<file path="config.mk">
export PLATFORM = sky130hd
export DESIGN_NAME = cdc_fifo_ingress_arb
export DESIGN_NICKNAME = d
export VERILOG_FILES = /design/src/rtl/cdc_fifo_pkg.sv /design/src/rtl/rr_arbiter.sv /design/src/rtl/cdc_fifo_ingress_arb.sv
export SDC_FILE = /design/constraint.sdc
export NUM_CORES = 1
export LEC_CHECK = 0
export ABC_AREA = 1
export BUFFER_PORTS_ARGS = -buffer_cell sky130_fd_sc_hd__buf_2
export CORE_MARGIN = 8
export CORE_UTILIZATION = 51
export CTS_BUF_LIST = sky130_fd_sc_hd__clkbuf_16
export CTS_CLUSTER_DIAMETER = 80
export DETAILED_ROUTE_END_ITERATION = 8
export PLACE_DENSITY = 0.76
export SKIP_LAST_GASP = 1
export SLEW_MARGIN = 20
export SYNTH_ARGS = -nofsm -noshare
export SYNTH_HDL_FRONTEND = slang
export SYNTH_SLANG_ARGS = --single-unit
</file>
<file path="constraint.sdc">
create_clock -name clk_a -period 1.97 [get_ports clk_a]
set_input_delay 0.0985 -clock clk_a [delete_from_list [all_inputs] [get_ports clk_a]]
set_output_delay 0.0985 -clock clk_a [all_outputs]
set_load 0.02 [all_outputs]
</file>
<file path="src/rtl/cdc_fifo_pkg.sv">
// Shared types and default sizes for the CDC FIFO and its ingress arbiter.
package cdc_fifo_pkg;

  localparam int unsigned FIFO_WIDTH = 8;
  localparam int unsigned FIFO_DEPTH = 16;

  typedef enum logic [1:0] {
    StIdle,
    StXfer,
    StGap
  } arb_state_t;

endpackage

</file>
<file path="src/rtl/rr_arbiter.sv">
// Combinational round-robin pick: first set request searching upward from ptr, with wrap.
module rr_arbiter #(
  parameter int unsigned NREQ = 4,
  localparam int unsigned PtrW = (NREQ > 1) ? $clog2(NREQ) : 1
) (
  input  logic [NREQ-1:0] req,
  input  logic [PtrW-1:0] ptr,
  output logic [NREQ-1:0] gnt
);

  logic            found;
  logic [PtrW-1:0] idx;

  always_comb begin
    gnt   = '0;
    found = 1'b0;
    idx   = '0;
    for (int k = 0; k < int'(NREQ); k++) begin
      idx = PtrW'((int'(ptr) + k) % int'(NREQ));
      if (!found && req[idx]) begin
        gnt[idx] = 1'b1;
        found    = 1'b1;
      end
    end
  end

endmodule

</file>
<file path="src/rtl/cdc_fifo_ingress_arb.sv">
// Round-robin burst arbiter feeding the CDC FIFO write side, with a fixed idle gap between
// bursts so the egress side can observe each valid_a drop.
module cdc_fifo_ingress_arb
  import cdc_fifo_pkg::*;
#(
  parameter int unsigned NREQ      = 4,
  parameter int unsigned WIDTH     = FIFO_WIDTH,
  parameter int unsigned MAX_BURST = FIFO_DEPTH,
  parameter int unsigned GAP       = 8
) (
  input  logic                  clk_a,
  input  logic                  rst,
  input  logic [NREQ-1:0]       req_valid,
  input  logic [NREQ*WIDTH-1:0] req_data,
  input  logic [NREQ-1:0]       req_last,
  output logic [NREQ-1:0]       req_ready,
  output logic                  valid_a,
  output logic [WIDTH-1:0]      data_a,
  output logic [NREQ-1:0]       grant,
  output logic                  busy,
  output logic                  done,
  output logic                  truncated,
  output logic                  underrun
);

  localparam int unsigned PtrW = (NREQ > 1) ? $clog2(NREQ) : 1;
  localparam int unsigned CntW = $clog2(MAX_BURST) + 1;
  localparam int unsigned GapW = $clog2(GAP) + 1;

  arb_state_t       state_q, state_d;
  logic [NREQ-1:0]  grant_q, grant_d;
  logic [PtrW-1:0]  rr_q, rr_d;
  logic [CntW-1:0]  cnt_q, cnt_d;
  logic [GapW-1:0]  gcnt_q, gcnt_d;
  logic             valid_q, valid_d;
  logic [WIDTH-1:0] data_q, data_d;
  logic             done_q, done_d;
  logic             trunc_q, trunc_d;
  logic             under_q, under_d;

  logic [NREQ-1:0]  arb_gnt;
  logic [PtrW-1:0]  g_idx;
  logic             g_valid;
  logic             g_last;
  logic [WIDTH-1:0] g_data;
  logic             burst_end;

  rr_arbiter #(
    .NREQ(NREQ)
  ) u_rr_arbiter (
    .req(req_valid),
    .ptr(rr_q),
    .gnt(arb_gnt)
  );

  // Owner index from the registered one-hot grant.
  always_comb begin
    g_idx = '0;
    for (int k = 0; k < int'(NREQ); k++) begin
      if (grant_q[k]) g_idx = PtrW'(k);
    end
  end

  assign g_valid = req_valid[g_idx];
  assign g_last  = req_last[g_idx];
  assign g_data  = req_data[int'(g_idx)*int'(WIDTH) +: WIDTH];

  always_comb begin
    state_d   = state_q;
    grant_d   = grant_q;
    rr_d      = rr_q;
    cnt_d     = cnt_q;
    gcnt_d    = gcnt_q;
    valid_d   = 1'b0;
    data_d    = data_q;
    done_d    = 1'b0;
    trunc_d   = 1'b0;
    under_d   = 1'b0;
    burst_end = 1'b0;

    unique case (state_q)
      StIdle: begin
        if (|req_valid) begin
          grant_d = arb_gnt;
          cnt_d   = '0;
          state_d = StXfer;
        end
      end
      StXfer: begin
        if (g_valid) begin
          valid_d = 1'b1;
          data_d  = g_data;
          cnt_d   = cnt_q + 1'b1;
          if (g_last) begin
            done_d    = 1'b1;
            burst_end = 1'b1;
          end else if (cnt_q == CntW'(MAX_BURST - 1)) begin
            trunc_d   = 1'b1;
            burst_end = 1'b1;
          end
        end else begin
          under_d   = 1'b1;
          burst_end = 1'b1;
        end
        if (burst_end) begin
          rr_d    = (g_idx == PtrW'(NREQ - 1)) ? '0 : g_idx + 1'b1;
          grant_d = '0;
          gcnt_d  = '0;
          state_d = StGap;
        end
      end
      StGap: begin
        if (gcnt_q == GapW'(GAP - 1)) begin
          state_d = StIdle;
        end else begin
          gcnt_d = gcnt_q + 1'b1;
        end
      end
      default: state_d = StIdle;
    endcase
  end

  always_ff @(posedge clk_a) begin
    if (rst) begin
      state_q <= StIdle;
      grant_q <= '0;
      rr_q    <= '0;
      cnt_q   <= '0;
      gcnt_q  <= '0;
      valid_q <= 1'b0;
      data_q  <= '0;
      done_q  <= 1'b0;
      trunc_q <= 1'b0;
      under_q <= 1'b0;
    end else begin
      state_q <= state_d;
      grant_q <= grant_d;
      rr_q    <= rr_d;
      cnt_q   <= cnt_d;
      gcnt_q  <= gcnt_d;
      valid_q <= valid_d;
      data_q  <= data_d;
      done_q  <= done_d;
      trunc_q <= trunc_d;
      under_q <= under_d;
    end
  end

  assign req_ready = (state_q == StXfer) ? grant_q : '0;
  assign valid_a   = valid_q;
  assign data_a    = data_q;
  assign grant     = grant_q;
  assign busy      = (state_q != StIdle);
  assign done      = done_q;
  assign truncated = trunc_q;
  assign underrun  = under_q;

endmodule

</file>
==> metrics.md, run 1 <==
| Metric | Value |
|---|---|
| GRT Residual Overflow | 0 |
| Leading area contributor after synthesis | dfxtp_1 |
| WL per Instance | 13.56 µm |
| Setup Skew | 0.002203 ns |
| Gr usage total | 17.97% |
| Area Overhead vs Synth | 24.59% |
| Startpoint Class | register |
| Period minus WS final | 1.771 ns |
| Rel. slew slack | 78.08% |
| DRC | 0 |
| N_diodes | 0 |
| Drt pass-1 iters | 4 |
| Cts-stage hold buffer count | 0 |
| Final setup violation count | 0 |
| Worst Path Required | 2.14 ns |
| GP Congestion | 0.9824 |
| Setup CP Type | reg -> reg |
| Worst-skew pair later-pin latency | 0.28 ns |
| Row cnt | 23 |
| EDFF count, synth | 0 |
| Post-CTS resize count | 0 |
| Crit share post-route | 89.90% |
| Placed cell count | 408 |
| Finished Layout Cells | 416 |
| Largest net degree at the start of global routing | 16 |
| Post-synth top cells | 54 x nand2_1, 44 x nor2_1, 34 x nand3_1 |
| Mean Syn Cell Area | 6.932 µm² |
| Hold Fails Final Rpt | 0 |
| Logic pwr share | 60.4% |
| Synth Instances | 298 |
| Max clock buf depth | 2 |
| Drt total wl | 5640 µm |
| # Max-Cap Violations | 0 |
| DP Area | 2431 µm² |
| Seq cells post-synth | 29 |
| RSZ-0062 raised after global routing | false |
| Nets | 417 |
| H-tree depth | 2 |
| Worst vdd ir | 823.5 µV |
| Count leader, synth | nand2_1 |
| CTS sink count | 29 |
| Setup WS post-layout | 0.1990 ns |
| Fraction of layout cells with a size suffix above 1 | 30.33% |
| Number of global-route vias before repair | 2014 |
| Status | complete, no violations |
| Pint | 2.049 mW |
| Syn Nets | 350 |
| R2r setup slk | 0.20 ns |
| Peak Freq | 564.6 MHz |
| R2R Path Start | grant[3] |
| CTS tree | yes |
| Most used flip-flop cell after synthesis | dfxtp_1 |
| Synth cell types | 31 |
| P per Cell Area | 1571 nW/µm² |
| Placement-stage worst setup slack | 0.1917 ns |
| Post-DRT Antenna Nets | 0 |
| Min-delay src | rst |
| Worst hold path depth | 2 |
| First-pass GRT wire length | 9163 µm |
| Total number of vias | 2184 |
| Worst flop-to-flop path endpoint | cnt_q[1] |
| DP HPWL | 4357 µm |
| PortBufs | 62 |
| DRT iter0 DRCs | 149 |
| DR vias/cell | 5.250 |
| Slew @ Worst Pin | 0.3284 ns |
| Synth async-reset ratio | 0% |
| Sequential cell area | 580.6 µm² |
| CP Capture Type | register |
| Die Y | 79.65 µm |
| Sw power | 1.995 mW |
| Hold Path Class | in -> reg |
| Synth area leaders | dfxtp_1 28%, nand2_1 9.8%, nand3_1 8.2% |
| Final instance area | 2574 µm² |
| CTS root buf | clkbuf_16 |
| Setup bufs post-CTS | 0 |
| Clk pwr share | 18.0% |
| Post-synthesis sequential area ratio | 28.10% |
| Sw frac | 49.33% |
| Top-level port count | 63 |
| Synth top area share | 28.10% |
| Leakage | 1.245 nW |
| Core area | 3943 µm² |
| Worst Reg2Reg Path Length in Cells | 10 |
| Die Wd | 79.65 µm |
| Area of the multi-input gates | 1308 µm² |
| Hold path endpoint | cnt_q[0] |
| Core Util, Final | 65.28% |
| Layout fillers | 352 |
| Yosys warnings | 0 |
| Die ar. | 6343 µm² |
| Sequential Power Share | 21.6% |
| Synthesized area | 2066 µm² |
| Initial Util | 52.40% |
| Worst Path Arrival | 1.94 ns |
| TritonCTS Buffers | 5 |
| Pins over their slew limit | 0 |
| Initial antenna violation count | 0 |
| Setup TNS | 0 ns |
| Clock-pin transition on the worst setup and hold timing paths | 0.05 ns |
| Crit path max fanout | 13 |
## per-layer routing
layer	vias to the layer above	track usage (%)	part of all wire (%)
li1	1120	-	-
met1	961	20.51	41
met2	94	29.83	46
met3	9	6.419	11
met4	0	6.852	2.0
met5	-	0	0
## power groups by stage
stage	Sequential, mW	Combinational [mW]	Clock (mW)
floorplan	0.985	1.81	0
global placement	0.876	2.40	0
detailed placement	0.881	2.42	0
CTS	0.873	2.44	0.741
global route	0.894	2.72	0.774
finish	0.873	2.44	0.730
## how the worst max path moves through the flow
stage,start,endpoint
after detailed placement,grant[3],cnt_q[1]
after floorplan,rr_q[1],grant[3]
after CTS,grant[3],cnt_q[1]
after global placement,grant[3],cnt_q[1]
after global routing,grant[3],cnt_q[1]
final,grant[3],cnt_q[1]
## placed cells by master, fill, tap and decap left out, types with 3 or more instances in the layout
cell,synthesis,layout
buf_2,0,62
o22ai_1,8,8
nand4_1,5,5
o21ai_1,4,4
o21ai_0,18,18
nand3_4,3,3
clkbuf_16,0,5
a21oi_2,6,6
nand2_4,8,8
inv_1,26,26
nand3_1,34,34
a21oi_1,15,15
nand2_2,9,9
nor2_1,44,44
nand2_1,54,54
dfxtp_1,29,29
ha_1,10,10
buf_4,3,7
## cell families after synthesis
group	count (synthesis)	synth area share, %
compound gates	53	14.72
xor+xnor	2	0.8481
fa+ha+maj	10	6.057
buf+inv	39	8.600
flops	29	28.10
simple gates	165	41.67
## through the flow
stage | hold WS (ns) | power, mW
finish | 0.1324 | 4.044
floorplan | 0.2577 | 2.797
CTS | 0.1286 | 4.054
global placement | 0.4209 | 3.271
global route | 0.1349 | 4.389
detailed placement | 0.4162 | 3.299
## sequential cells by signal, indices dropped and copies added, names as in the netlist
name,count
gcnt_q,4
done,1
underrun,1
cnt_q,5
data_a,8
grant,4
valid_a,1
state_q,2
truncated,1
rr_q,2
## final cells by class
class	instances	area share [%]
clock buffers	5	4.861
clock inverters	3	0.6806
inverters	30	4.570
multi-input cells	230	50.80
flip-flops and latches	29	22.56
well taps	50	2.431
repair buffers	69	14.10
## worst max-delay path, cell delays in order, from the launching register on
cell	delay, ns
dfxtp_1	0.34
inv_1	0.27
nand2_2	0.18
o21bai_1	0.18
nand2_2	0.09
inv_4	0.17
nand2_8	0.10
nand2_4	0.12
inv_2	0.05
a21oi_1	0.11
nor2_1	0.05
Power figures use the tool's default switching activity.
==> run 2, diff against run 1 <==
==> constraint.sdc (replaced) <==
create_clock -name clk_a -period 1.8 [get_ports clk_a]
set_input_delay 0.09 -clock clk_a [delete_from_list [all_inputs] [get_ports clk_a]]
set_output_delay 0.09 -clock clk_a [all_outputs]
set_load 0.02 [all_outputs]
==> run 2 against run 1 <==
Net effect:
- hold slack better by 0.068 ns
- sequential power is 9.2% higher
- total power is 17% higher
- sequential cell count stayed put
- combinational power is 11% higher
- non-clock buffer count is 3 higher
- critical path depth is 1 higher
- sequential share of layout area is 0.64 points lower
- clock-buffer cell count stayed put
- global-route usage is 1.1 points lower
==> metrics.md, run 2 (same netlist as run 1, synthesis figures left out) <==
| Metric | Value |
|---|---|
| Die ar. | 6343 µm² (unchanged) |
| Pins over their slew limit | 0 (unchanged) |
| Initial Util | 52.40% (unchanged) |
| Initial antenna violation count | 0 (unchanged) |
| CTS tree | yes |
| Layout fillers | 321 (-8.8%) |
| PortBufs | 62 (unchanged) |
| # Max-Cap Violations | 0 (unchanged) |
| P per Cell Area | 1789 nW/µm² (+14%) |
| DP HPWL | 4245 µm (-2.6%) |
| Final setup violation count | 0 (unchanged) |
| Peak Freq | 613.1 MHz (+8.6%) |
| Worst Reg2Reg Path Length in Cells | 11 (+1) |
| Worst hold path depth | 2 (unchanged) |
| Worst Path Required | 2.01 ns (-0.13 ns) |
| Setup CP Type | reg -> reg |
| Most used cell, CP | nand2_1 |
| Die Wd | 79.65 µm (unchanged) |
| CTS sink count | 29 (unchanged) |
| Crit path max fanout | 9 (-4) |
| DP Area | 2454 µm² (+0.93%) |
| Hold Path Class | in -> reg |
| R2R Path Start | rr_q[0] |
| Area Overhead vs Synth | 28.23% |
| Largest net degree at the start of global routing | 18 (+2) |
| Max stage delay on crit path | 0.37 ns (+0.03 ns) |
| Leakage | 1.283 nW (+3.1%) |
| Worst flop-to-flop path endpoint | grant[2] |
| Area of the multi-input gates | 1313 µm² (+0.38%) |
| DRC | 0 (unchanged) |
| Slowest CP cell | dfxtp_1 |
| Startpoint Class | register |
| CTS root buf | clkbuf_16 |
| Post-DRT Antenna Nets | 0 (unchanged) |
| Sequential cell area | 580.6 µm² (unchanged) |
| Final instance area | 2649 µm² (+2.9%) |
| Setup Skew | 0.003367 ns (+0.001164 ns) |
| Worst path top cell family by delay | simple AND/OR/NAND/NOR gates |
| Hold path endpoint | grant[3] |
| Max FFs per register | 8 (unchanged) |
| Fraction of layout cells with a size suffix above 1 | 31.44% (+1.1 points) |
| WL per Instance | 12.90 µm (-4.8%) |
| Top-level port count | 63 (unchanged) |
| Worst Path Buf+Inv | 2 (-1) |
| GRT Residual Overflow | 0 (unchanged) |
| Total number of vias | 2174 (-0.46%) |
| Row cnt | 23 (unchanged) |
| Die Y | 79.65 µm (unchanged) |
| Worst Path Arrival | 1.84 ns (-0.10 ns) |
| Hold Fails Final Rpt | 0 (unchanged) |
| CP Capture Type | register |
| DR vias/cell | 5.189 (-1.2%) |
| Leading cell types in the layout, fill and taps excluded | 62 x buf_2, 54 x nand2_1, 42 x nor2_1 |
| Min-delay src | rst |
| Drt pass-1 iters | 4 (unchanged) |
| Setup bufs post-CTS | 0 (unchanged) |
| Nets | 420 (+0.72%) |
| Number of global-route vias before repair | 1936 (-3.9%) |
| Gr usage total | 16.92% (-1.1 points) |
| H-tree depth | 2 (unchanged) |
| TritonCTS Buffers | 5 (unchanged) |
| First-pass GRT wire length | 8694 µm (-5.1%) |
| Drt total wl | 5406 µm (-4.1%) |
| Critical path, cell by cell | inv_4 -> ha_1 -> inv_1 -> nand3_1 -> nand2_1 -> nand2_1 -> nor2_2 -> nand2_1 -> nand3_1 -> nand2_1 -> a21oi_2 |
| GP Congestion | 0.9513 (-3.2%) |
| Status | complete, no violations |
| DRT iter0 DRCs | 112 (-25%) |
| Worst vdd ir | 861.4 µV (+4.6%) |
| Setup WS post-layout | 0.1690 ns (-0.02995 ns) |
| Max clock buf depth | 2 (unchanged) |
| Slew @ Worst Pin | 0.3608 ns (+0.03242 ns) |
| Commonest non-fill, non-tap cell in the layout | buf_2 |
| Cts-stage hold buffer count | 0 (unchanged) |
| Rel. slew slack | 75.92% (-2.2 points) |
| Crit share post-route | 90.61% (+0.71 points) |
| Core area | 3943 µm² (unchanged) |
| Setup TNS | 0 ns (unchanged) |
| Placement-stage worst setup slack | 0.1248 ns (-0.06681 ns) |
| Period minus WS final | 1.631 ns (-0.1400 ns) |
| R2r setup slk | 0.17 ns (-0.03 ns) |
| Clock-pin transition on the worst setup and hold timing paths | 0.05 ns (about the same) |
| N_diodes | 0 (unchanged) |
| Post-CTS resize count | 0 (unchanged) |
| Worst-skew pair later-pin latency | 0.27 ns (about the same) |
run 2: cell count changes in the layout (fill, tap and decap cells not counted):
cell / before / now
buf_4: 7 / 10
nor2_1: 44 / 42
clkinvlp_4: 1 / 0
nor2_2: 1 / 3
bufinv_16: 0 / 2
clkinv_2: 2 / 1
run 2: worst reg2reg max path: cells and delay by family (launching register included):
family | cells | cell delay (ns)
adder cells (fa/ha/maj) | 1 | 0.34
AO/OA/AOI/OAI | 1 | 0.11
AND/OR/NAND/NOR | 7 | 0.57
buffers and inverters | 2 | 0.18
flip-flops | 1 | 0.37
run 2: where the power goes:
group | internal [mW] | leakage, nW | switching [mW] | total [mW]
combinational | 0.952 | 0.953 | 1.77 | 2.72
sequential | 0.819 | 0.236 | 0.134 | 0.953
clock | 0.788 | 0.0938 | 0.280 | 1.07
run 2: metrics by stage:
step                      power (mW)  util [%]  hold slack, ns  instances
after floorplan                3.061         -          0.2492        298
after detailed placement       3.657     62.23          0.4576        411
after global routing           5.112     67.18          0.1996        419
final                          4.739     67.18          0.2005        419
after CTS                      4.747     67.06          0.2036        419
after global placement         3.616     62.23          0.4517        411
run 2: how the worst max path moves through the flow:
stage	slack, ns	from	cells after the start	end
after floorplan	0.06	rr_q[1]	11	grant[3]
after global placement	0.18	rr_q[0]	11	grant[3]
after detailed placement	0.12	rr_q[0]	11	grant[3]
after CTS	0.11	rr_q[0]	11	grant[3]
after global routing	-0.0006	rr_q[0]	11	grant[2]
final	0.17	rr_q[0]	11	grant[2]
run 2: area by class of cell:
class	instances	share of cell area, %
clock buffer	5	4.724
clock inverter	3	2.456
inverter	30	4.440
multi-input combinational	230	49.55
sequential	29	21.92
tap	50	2.362
timing repair buffer	72	14.55
run 2: per-layer routing:
| metal | track usage (%) | vias to the layer above | part of all wire [%] |
|---|---|---|---|
| li1 | - | 1122 | - |
| met1 | 19.66 | 960 | 42 |
| met2 | 28.52 | 86 | 46 |
| met3 | 5.518 | 6 | 11 |
| met4 | 5.370 | 0 | 1.2 |
| met5 | 0 | - | 0 |
==> run 3, diff against run 2 <==
--- a/config.mk
+++ b/config.mk
@@ -13,6 +13,7 @@
 export CTS_CLUSTER_DIAMETER = 80
 export DETAILED_ROUTE_END_ITERATION = 8
 export PLACE_DENSITY = 0.76
+export REMOVE_ABC_BUFFERS = 1
 export SKIP_LAST_GASP = 1
 export SLEW_MARGIN = 20
 export SYNTH_ARGS = -nofsm -noshare
==> run 3 against run 2 <==
Net effect:
- final cell count is 0.24% higher
- register-to-register slack worse by 0.03 ns
- clock-buffer cell count stayed put
- critical path depth stayed put
- sequential share of layout area is 0.062 points lower
- sequential power hardly changed
- global-route usage is 0.78 points higher
- maximum frequency is 1.8% lower
- highest routed layer unchanged
==> metrics.md, run 3 (same netlist as run 1, synthesis figures left out) <==
| Metric | Value |
|---|---|
| GP Congestion | 0.9215 (-3.1%) |
| Leakage | 1.289 nW (+0.42%) |
| Commonest non-fill, non-tap cell in the layout | buf_2 |
| Sequential Power Share | 20.1% (about the same) |
| Drt total wl | 5621 µm (+4.0%) |
| Total number of vias | 2190 (+0.74%) |
| Placement-stage worst setup slack | 0.1300 ns (+0.005112 ns) |
| Setup CP Type | reg -> reg |
| Die Y | 79.65 µm (unchanged) |
| DR vias/cell | 5.214 (+0.50%) |
| Worst vdd ir | 983.7 µV (+14%) |
| CTS sink count | 29 (unchanged) |
| Period minus WS final | 1.661 ns (+0.03010 ns) |
| Die Wd | 79.65 µm (unchanged) |
| Pins over their slew limit | 0 (unchanged) |
| Final setup violation count | 0 (unchanged) |
| First-pass GRT wire length | 9239 µm (+6.3%) |
| Hold Fails Final Rpt | 0 (unchanged) |
| Setup TNS | 0 ns (unchanged) |
| DRC | 0 (unchanged) |
| Hold Path Class | in -> reg |
| Slew @ Worst Pin | 0.3507 ns (-0.01017 ns) |
| Clk pwr share | 22.3% (-0.2 points) |
| Pint | 2.572 mW (+0.49%) |
| Top-level port count | 63 (unchanged) |
| Number of global-route vias before repair | 2087 (+7.8%) |
| CP Capture Type | register |
| Initial antenna violation count | 0 (unchanged) |
| Sw power | 2.174 mW (-0.25%) |
| Worst Path Arrival | 1.87 ns (+0.03 ns) |
| Rel. slew slack | 76.60% (+0.68 points) |
| WL per Instance | 13.38 µm (+3.7%) |
| Layout fillers | 358 (+12%) |
| Crit path max fanout | 9 (unchanged) |
| TritonCTS Buffers | 5 (unchanged) |
| CP startpoint | rr_q[0] |
| Nets | 421 (+0.24%) |
| Crit share post-route | 92.28% (+1.7 points) |
| Core area | 3943 µm² (unchanged) |
| Initial Util | 52.40% (unchanged) |
| Largest net degree at the start of global routing | 15 (-3) |
| Logic pwr share | 57.6% (+0.3 points) |
| CTS tree | yes |
| Setup WS post-layout | 0.1389 ns (-0.03010 ns) |
| Clock-pin transition on the worst setup and hold timing paths | 0.05 ns (about the same) |
| Setup Skew | 0.003637 ns (+0.0002700 ns) |
| Peak Freq | 602.0 MHz (-1.8%) |
| H-tree depth | 2 (unchanged) |
| Max clock buf depth | 2 (unchanged) |
| Sw frac | 45.81% (-0.18 points) |
| Status | complete, no violations |
| Worst Path Required | 2.00 ns (about the same) |
| Gr usage total | 17.69% (+0.78 points) |
| PortBufs | 62 (unchanged) |
| Die ar. | 6343 µm² (unchanged) |
| DP HPWL | 4297 µm (+1.2%) |
| Drt pass-1 iters | 4 (unchanged) |
| N_diodes | 0 (unchanged) |
| Min-delay src | rst |
| Area Overhead vs Synth | 28.59% |
| Leading cell types in the layout, fill and taps excluded | 62 x buf_2, 54 x nand2_1, 42 x nor2_1 |
| # Max-Cap Violations | 0 (unchanged) |
| Fraction of layout cells with a size suffix above 1 | 31.62% (+0.19 points) |
| P per Cell Area | 1787 nW/µm² (-0.14%) |
| Worst-skew pair later-pin latency | 0.27 ns (about the same) |
| Post-DRT Antenna Nets | 0 (unchanged) |
| R2R Path Start | rr_q[0] |
| Max FFs per register | 8 (unchanged) |
| Startpoint Class | register |
| Row cnt | 23 (unchanged) |
| CTS root buf | clkbuf_16 |
| Core Util, Final | 67.38% (+0.19 points) |
| DRT iter0 DRCs | 119 (+6.3%) |
| Cts-stage hold buffer count | 0 (unchanged) |
| GRT Residual Overflow | 0 (unchanged) |
run 3: cell count changes in the layout (fill, tap and decap cells not counted):
cell,change
buf_4,+1
run 3: through the flow:
step	hold slack (ns)	area (µm²)	power, mW	cells
final	0.1449	2656	4.746	420
after global routing	0.1646	2656	5.136	420
after global placement	0.4128	2461	3.623	412
after floorplan	0.1524	2006	2.926	289
after detailed placement	0.4246	2461	3.658	412
after CTS	0.1427	2651	4.746	420
run 3: worst max-delay path, cell delays in order (launching register included):
cell,delay (ns)
dfxtp_1,0.37
inv_4,0.08
ha_1,0.34
inv_1,0.11
nand3_1,0.09
nand2_1,0.08
nand2_2,0.08
nor2_2,0.17
nand2_1,0.07
nand3_1,0.06
nand2_1,0.06
a21oi_2,0.10
run 3: per-layer routing:
metal | up-vias | wire length (µm) | global-route usage (%)
met1 | 971 | 2306 | 19.61
li1 | 1129 | - | -
met5 | - | 0 | 0
met4 | 0 | 51 | 5.000
met3 | 6 | 557 | 5.968
met2 | 84 | 2706 | 31.13
run 3: worst paths after layout:
check,cells past startpoint,end,slack [ns]
worst max-delay path,11,grant[3],0.14
worst min register to register,2,data_a[1],0.46
worst max register to register,11,grant[3],0.14
worst min-delay path,2,gcnt_q[2],0.14
run 3: cell type report:
type                    instances  area (µm²)  share of cell area, %
repair buffers                 73       392.9                  14.79
flip-flops and latches         29       580.6                  21.86
multi-input cells             230        1313                  49.41
well taps                      50       62.56                  2.355
clock buffers                   5       125.1                  4.710
clock inverters                 3       65.06                  2.449
inverters                      30       117.6                  4.428
run 3: power groups by stage:
| stage | combinational, mW | sequential, mW | clock (mW) |
|---|---|---|---|
| floorplan | 1.82 | 1.11 | 0 |
| global placement | 2.67 | 0.954 | 0 |
| detailed placement | 2.70 | 0.958 | 0 |
| CTS | 2.72 | 0.950 | 1.08 |
| global route | 3.05 | 0.975 | 1.11 |
| finish | 2.74 | 0.952 | 1.06 |
run 3: timing repair:
action | 4_1_cts | 5_1_grt
gates resized for setup | 0 | 2
endpoints found under the setup margin | 0 | 4
buffers inserted | 0 | 0
